## src/rtl/byte_bus_pkg.sv

```systemverilog
// Shared phase encoding for the 9-cycle byte-serial memory bus (initiator and target sides).
// Latency: n/a (constants only).
// Backpressure: n/a.
package byte_bus_pkg;

    typedef logic [3:0] phase_t;

    localparam phase_t PH_ADDR0 = 4'd0;
    localparam phase_t PH_ADDR1 = 4'd1;
    localparam phase_t PH_ADDR2 = 4'd2;
    localparam phase_t PH_ADDR3 = 4'd3;
    localparam phase_t PH_WE    = 4'd4;
    localparam phase_t PH_DAT0  = 4'd5;
    localparam phase_t PH_DAT1  = 4'd6;
    localparam phase_t PH_DAT2  = 4'd7;
    localparam phase_t PH_DAT3  = 4'd8;
    localparam phase_t PH_IDLE  = 4'd15;

    localparam int FRAME_LEN = 9;
    localparam int WE_BIT    = 0;

endpackage

```

## src/rtl/bb_word_mem.sv

```systemverilog
// DEPTH x 32 register file, cleared by reset; one synchronous write port, one combinational read port.
// Latency: read is combinational, write lands on the clock edge with wr_en high.
// Backpressure: none, always accepts.
module bb_word_mem #(
    parameter int DEPTH = 16
) (
    input  logic                     clk,
    input  logic                     rst_n,
    input  logic                     wr_en,
    input  logic [$clog2(DEPTH)-1:0] wr_idx,
    input  logic [31:0]              wr_dat,
    input  logic [$clog2(DEPTH)-1:0] rd_idx,
    output logic [31:0]              rd_dat
);

    logic [31:0] mem [DEPTH];

    always_ff @(posedge clk or negedge rst_n) begin
        if (!rst_n) begin
            for (int i = 0; i < DEPTH; i++) begin
                mem[i] <= '0;
            end
        end else if (wr_en) begin
            mem[wr_idx] <= wr_dat;
        end
    end

    assign rd_dat = mem[rd_idx];

endmodule

```

## src/rtl/byte_bus_mem_responder.sv

```systemverilog
// Target end of the byte-serial bus: deserialises address/we, serves reads byte-wise or commits writes.
// Latency: read byte 0 appears in cycle 5 (registered at the edge ending cycle 4); write commits at the edge ending cycle 8.
// Backpressure: none; frames have fixed timing and a new frame pulse aborts the one in flight.
module byte_bus_mem_responder
    import byte_bus_pkg::*;
#(
    parameter int          DEPTH     = 16,
    parameter logic [31:0] BASE_ADDR = 32'h0000_0000,
    parameter logic [31:0] MISS_DATA = 32'h0000_0000
) (
    input  logic       clk,
    input  logic       rst_n,
    input  logic       frame,
    input  logic [7:0] bus_a,
    input  logic [7:0] bus_din,
    output logic [7:0] bus_dout,
    output logic       bus_oe,
    output logic       busy,
    output logic       acc_err,
    output logic       wr_commit
);

    localparam int          IW   = $clog2(DEPTH);
    localparam logic [31:0] SPAN = 32'(DEPTH * 4);

    phase_t      ph;
    phase_t      cur_p;
    phase_t      ph_nxt;
    logic        last_dat;
    logic [31:0] addr;
    logic        we;
    logic [23:0] rd_hi;
    logic [23:0] wr_word;
    logic [31:0] off;
    logic        hit;
    logic [IW-1:0] idx;
    logic [31:0] mem_rd;
    logic [31:0] rd_src;
    logic        mem_we;

    // A frame pulse always makes the current cycle phase 0, which also covers aborts.
    always_comb begin
        cur_p  = frame ? PH_ADDR0 : ph;
        ph_nxt = PH_IDLE;
        if (cur_p < PH_DAT3) begin
            ph_nxt = cur_p + 4'd1;
        end
    end

    always_comb begin
        off    = addr - BASE_ADDR;
        hit    = off < SPAN;
        idx    = off[IW+1:2];
        rd_src = hit ? mem_rd : MISS_DATA;
        mem_we = (cur_p == PH_DAT3) && we && hit;
    end

    // Busy only drops when a frame starts from idle; a back-to-back or aborting frame keeps it high.
    assign busy = (ph != PH_IDLE) || (frame && last_dat);

    bb_word_mem #(
        .DEPTH (DEPTH)
    ) u_mem (
        .clk    (clk),
        .rst_n  (rst_n),
        .wr_en  (mem_we),
        .wr_idx (idx),
        .wr_dat ({bus_din, wr_word}),
        .rd_idx (idx),
        .rd_dat (mem_rd)
    );

    always_ff @(posedge clk or negedge rst_n) begin
        if (!rst_n) begin
            ph        <= PH_IDLE;
            last_dat  <= 1'b0;
            addr      <= '0;
            we        <= 1'b0;
            rd_hi     <= '0;
            wr_word   <= '0;
            bus_dout  <= '0;
            bus_oe    <= 1'b0;
            acc_err   <= 1'b0;
            wr_commit <= 1'b0;
        end else begin
            ph        <= ph_nxt;
            last_dat  <= (cur_p == PH_DAT3);
            acc_err   <= 1'b0;
            wr_commit <= mem_we;
            bus_oe    <= 1'b0;
            bus_dout  <= '0;
            case (cur_p)
                PH_ADDR0: addr[7:0]   <= bus_a;
                PH_ADDR1: addr[15:8]  <= bus_a;
                PH_ADDR2: addr[23:16] <= bus_a;
                PH_ADDR3: addr[31:24] <= bus_a;
                PH_WE: begin
                    we      <= bus_a[WE_BIT];
                    acc_err <= ~hit;
                    if (!bus_a[WE_BIT]) begin
                        rd_hi    <= rd_src[31:8];
                        bus_dout <= rd_src[7:0];
                        bus_oe   <= 1'b1;
                    end
                end
                PH_DAT0: begin
                    if (we) begin
                        wr_word[7:0] <= bus_din;
                    end else begin
                        bus_dout <= rd_hi[7:0];
                        bus_oe   <= 1'b1;
                    end
                end
                PH_DAT1: begin
                    if (we) begin
                        wr_word[15:8] <= bus_din;
                    end else begin
                        bus_dout <= rd_hi[15:8];
                        bus_oe   <= 1'b1;
                    end
                end
                PH_DAT2: begin
                    if (we) begin
                        wr_word[23:16] <= bus_din;
                    end else begin
                        bus_dout <= rd_hi[23:16];
                        bus_oe   <= 1'b1;
                    end
                end
                default: ;
            endcase
        end
    end

endmodule

```

## config.mk

```make
export PLATFORM = sky130hd
export DESIGN_NAME = byte_bus_mem_responder
export DESIGN_NICKNAME = d
export VERILOG_FILES = /design/src/rtl/byte_bus_pkg.sv /design/src/rtl/bb_word_mem.sv /design/src/rtl/byte_bus_mem_responder.sv
export SDC_FILE = /design/constraint.sdc
export NUM_CORES = 1
export LEC_CHECK = 0
export BUFFER_PORTS_ARGS = -buffer_cell sky130_fd_sc_hd__buf_2
export CAP_MARGIN = 0
export CORE_MARGIN = 1.5
export CORE_UTILIZATION = 35
export CTS_CLUSTER_DIAMETER = 200
export DETAILED_ROUTE_END_ITERATION = 8
export SETUP_SLACK_MARGIN = 0.2
export SYNTH_ARGS = -nofsm -noshare
export SYNTH_HDL_FRONTEND = slang
export SYNTH_SLANG_ARGS = --single-unit
```

## constraint.sdc

```tcl
create_clock -name clk -period 4.2 [get_ports clk]
set_input_delay 0 -clock clk [delete_from_list [all_inputs] [get_ports clk]]
set_output_delay 0 -clock clk [all_outputs]
set_load 0.005 [all_outputs]
```

Word level (Yosys, flattened, before mapping):

Cells that the tools add are included.

* multiplexer cells: 18
* bitwise gates (word level): 3
* equality and inequality tests: 9
* shifts and indexed selects: 0
* reductions and logical operators: 11
* divide/modulo/power cells: 0
* $add $sub $neg: 1
* $lt $le $gt $ge: 4
* multiply operators: 0

Operator list (count)
* $bwmux W512: 1
* $bmux W32 S4: 1
* $demux W32 S4: 1
* $mux W32: 4
* $lt A32 B7 Y1 const B: 1
* $mux W8: 4
* $pmux W8 S4: 1
* $eq A4 B3 Y1 const B: 4
* $eq A4 B2 Y1 const B: 2
* $mux W4: 2
* $reduce_and A2 Y1: 4
* $ge A5 B5 Y1 const B: 1
* $lt A5 B1 Y1 const B: 1
* $not A4 Y5: 1
* $add A4 B1 Y4 const B: 1
* $eq A4 B1 Y1 const B: 1
* $eq A4 B4 Y1 const B: 1
* $logic_and A1 B1 Y1: 4
* $logic_not A4 Y1: 1
* $lt A4 B4 Y1 const B: 1
* $ne A4 B4 Y1 const B: 1
* $mux W1: 3
* $reduce_or A3 Y1: 1
* $not A1 Y1: 2
* 2 further kinds: 2

* ROM bits: 0
* memories: 0
* logic and storage cells: 77
* bits in latches: 0
* memory bits (writable): 0
* input bits: 19
* register bits: 609
* output and inout bits: 12

Logic depth before layout (Yosys ltp):

* depth in word-level cells: 7
* mapped depth: 9
* gate-level depth less buffers: 7

Modules after synthesis:

A second synthesis with hierarchy kept.

* cells, all modules: 1715
* area, all modules: 26797.0 sq um

Modules (own cells, without submodules)
* bb_word_mem: cells an instance 1404, area an instance 22774.3 sq um, times used 1, sequential area each 12812.3 sq um
* byte_bus_mem_responder: cells an instance 311, area an instance 4022.6 sq um, times used 1, sequential area each 2382.3 sq um

Least setup slack after synthesis:

OpenSTA, ideal clock, no wires.

* path type: register to register
* start point: register ph[3]
* end point: register u_mem.mem[277] (netlist name)
* arrival time: 2.288 ns
* path buffers: 3
* setup time: 0.125 ns
* clock period less this slack: 2.412 ns
* path slack: 1.788 ns
* stages on the path, launching flop included: 8
* data required time: 4.075 ns
* path through: dfstp_2 -> buf_2 -> and4bb_2 -> nand2_2 -> buf_2 -> nor4_2 -> buf_2 -> mux2_2

* longest elaborated chain between the ends: 4

RTL lines
* from (decl): RTL line byte_bus_mem_responder.sv:26 `phase_t ph;`
* from (signal assigned): RTL line byte_bus_mem_responder.sv:86 `ph <= ph_nxt;`
* $mux W4: RTL line byte_bus_mem_responder.sv:43 `cur_p = frame ? PH_ADDR0 : ph;`
* $eq A4 B4 Y1: RTL line byte_bus_mem_responder.sv:55 `mem_we = (cur_p == PH_DAT3) && we && hit;`
* $logic_and A1 B1 Y1 (2 in a row): RTL line byte_bus_mem_responder.sv:55
* to (signal, indexed assignment): RTL line bb_word_mem.sv:24 `mem[wr_idx] <= wr_dat;`
* to (decl): RTL line bb_word_mem.sv:16 `logic [31:0] mem [DEPTH];`

No other way between the ends.
A chain may end at the register's enable or synchronous reset.

Final worst setup path:

* start point: register addr[11]
* end point: register u_mem.mem[113] (netlist name)

* longest elaborated chain between the ends: 2

RTL lines
* from (decl): RTL line byte_bus_mem_responder.sv:30 `logic [31:0] addr;`
* from (signal assigned): RTL line byte_bus_mem_responder.sv:94 `PH_ADDR1: addr[15:8] <= bus_a;`
* $lt A32 B7 Y1: RTL line byte_bus_mem_responder.sv:52 `hit = off < SPAN;`
* $logic_and A1 B1 Y1: RTL line byte_bus_mem_responder.sv:55

No other way between the ends.

==> impl_metrics.yaml <==
clocking:
  clk_pin_slew_worst_paths_ns: 0.06
  cts.sinks: 607
  h-tree-depth: 3
  ctsResizeCount: 0
  postCtsSetupBuffers: 0
  cts_root_buffer: "clkbuf_16"
  cts_hold_buf: 16
  cts_buffers: 66
  cts_tree: "yes"
  clk_latency_ns: 0.60
  cts_buffer_depth: 3
critical_path:
  worstSetupPathType: "register to register"
  cp-end-kind: "register"
  cp.required_ns: 4.67
  cp-start-kind: "register"
  critical_path.max_fanout: 32
  cp.arrival_ns: 3.37
sta:
  finalSetupTns_ns: 0
  hold_viol_final: 1
  fmax_ghz: 0.3448
  slew_violations: 0
  worst_slack_ns: 1.299
  rsz0062_at_grt: "false"
  setup_violations: 0
  finalCriticalPeriod_ns: 2.901
  period_share_pct: 69.06
  worst_hold_slack_ns: -0.002089
  skew_ns: 0.01827
  worst_slew_pin_slew_ns: 1.292
  slew_headroom_pct: 12.95
floorplanning:
  die_w_um: 279.6
  dieArea_mm2: 0.07818
  ios: 31
  num_rows: 101
  core-area_mm2: 0.07582
  start_util_pct: 35.32
  die_y_um: 279.6
pwr:
  powerDensity_mw_per_mm2: 450.1
  vdd_drop_max_mv: 0.2680
  p_leak_nw: 14.67
  power_w: 0.01376
final_layout:
  area_growth_pct: 14.15
  fin_nets: 1712
  fillers: 6835
  drive_gt1_share_pct: 49.68
  final_util_pct: 40.31
grt:
  grt-ovfl-total: 0
  grt_pass1_vias: 15960
  grt_first_pass_wirelength_um: 100100
  antenna_found_initial: 1
  grt_max_degree: 114
  track_usage_pct: 16.77
placed_design:
  dp_slack_ns: 1.288
  numPortBuffers: 30
  gp_congestion: 0.7662
  dp_hpwl_um: 38700
synth:
  ys_seq_elements: 607
  syn_nets: 1695
  synth_area_mm2: 0.02678
  synth_cell_types: 39
  postSynthAreaPerCell_um2: 16.02
  synth_cells: 1672
  ys_seq_area_share_pct: 56.74
  yosysWarnings: 0
job:
  maxCapViolations: 0
hold_path:
  hold_class: "primary input to register"
drt:
  viasPerCell: 5.479
  wl_per_cell_um: 23.58
  ant_nets: 0
  dr.first_iter.drc_count: 1074
  drt_pass1_iterations: 5
  dr_total_vias: 14900
  drc: 0
  wl_um: 64110
outcome:
  violations: "hold timing"
  outcome: "finished with violations"
[routing by layer]
layer  global-route usage (%)  vias to the layer above  part of all wire [%]
met1                    24.20                     8200                    47
met5                        0                        -                     0
met4                    3.825                        0                   1.9
met2                    26.28                      302                    47
li1                         -                     6310                     -
met3                    3.044                       85                   4.2
[critical path, cell delays in order (launching register included)]
cell and delay (ns):
dfrtp_1 0.37, nor4_1 0.40, nand3_2 0.38, buf_4 0.37, nor4_4 0.27, buf_4 0.55, mux2_2 0.40
[synthesized netlist by cell type]
master	count	area share, %
buf_4	21	0.59
clkbuf_1	70	0.98
inv_1	3	0.042
mux4_2	128	11
dfrtp_1	603	56
nor4_2	9	0.42
nand2b_1	2	0.047
nor3b_1	1	0.028
a22oi_1	64	1.8
ha_1	4	0.19
buf_1	16	0.22
o41ai_1	1	0.033
buf_2	40	0.75
nand4_1	1	0.023
a21o_1	1	0.028
a21boi_0	1	0.028
nor2_1	6	0.084
mux2_1	51	2.1
nand4bb_1	1	0.042
or2_2	1	0.023
o2bb2ai_1	8	0.26
nand2_2	1	0.023
a31oi_1	1	0.023
o22a_1	1	0.033
nor4_4	7	0.56
nor4_1	6	0.14
a222oi_1	8	0.30
and4bb_2	1	0.047
nor2b_1	4	0.093
o31ai_1	1	0.028
a22o_1	24	0.78
nand3_1	5	0.093
nand4_2	1	0.047
and2_1	1	0.023
nand2_1	54	0.76
nor3_1	3	0.056
o21ai_1	1	0.019
mux2_2	517	22
dfstp_2	4	0.39
[where the power goes]
part	internal, W	switching (W)	total [W]
sequential	0.00603	0.000414	0.00644
combinational	0.000517	0.000768	0.00129
clock	0.00366	0.00237	0.00603
total	0.0102	0.00355	0.0138
[through the flow]
| step | instance area (um2) | cells |
|---|---|---|
| finish | 30570 | 2719 |
| detailed placement | 28110 | 2583 |
| CTS | 30560 | 2717 |
| global placement | 28110 | 2583 |
| floorplan | 26780 | 1672 |
| global route | 30560 | 2717 |
[flip-flops by register name (all words and copies together), names as in the netlist]
name,cells
acc_err,1
addr,30
bus_dout,8
bus_oe,1
last_dat,1
ph,4
rd_hi,24
u_mem.mem,512
we,1
wr_commit,1
wr_word,24
[path summary, 6_finish.rpt]
check / slack [ns] / cells after the start / endpoint / from
hold reg to reg: 0.48 / 1 / u_mem.mem[56] / u_mem.mem[56]
min in group asynchronous: 0.04 / 2 / u_mem.mem[136] / rst_n
hold / removal: -0.002 / 2 / u_mem.mem[284] / bus_din[4]
max in group asynchronous: 2.92 / 3 / u_mem.mem[439] / rst_n
setup reg to reg: 1.30 / 6 / u_mem.mem[113] / addr[11]
setup / recovery: 1.30 / 6 / u_mem.mem[113] / addr[11]
[cell type report]
cell class	instances	area, um2	share of cell area, %
Sequential cell	607	15200	49.73
Clock inverter	17	256.5	0.8391
Timing Repair Buffer	96	820.8	2.685
Tap cell	978	1224	4.003
Inverter	3	11.26	0.03684
Antenna cell	2	5.005	0.01637
Clock buffer	101	2036	6.660
Multi-Input combinational cell	915	11010	36.03
[logic make-up (layout without fill, tap and decap cells)]
family / count (synthesis) / in the layout / share of synthesized area, %
muxes: 696 / 696 / 34.65
DFF: 607 / 607 / 56.74
buffers and inverters: 150 / 217 / 2.584
other: 0 / 2 / 0
adders and majority gates: 4 / 4 / 0.1869
and+or+nand+nor: 104 / 104 / 2.504
AOI/OAI and AO/OA: 111 / 111 / 3.332
[cells in the final DEF, fill, tap and decap left out, types with 5 or more instances in the layout]
master	n
dlygate4sd3_1	16
nor4_4	16
dfrtp_1	601
o2bb2ai_1	8
clkinv_2	5
bufinv_16	5
a22o_1	24
nor2_1	5
clkbuf_16	68
mux4_2	128
clkbuf_1	12
a22oi_1	64
nor4_1	6
buf_4	40
nand2_1	54
buf_12	10
buf_2	29
clkbuf_8	21
mux2_2	517
a222oi_1	8
mux2_1	51
(Power assumes the default switching activity.)
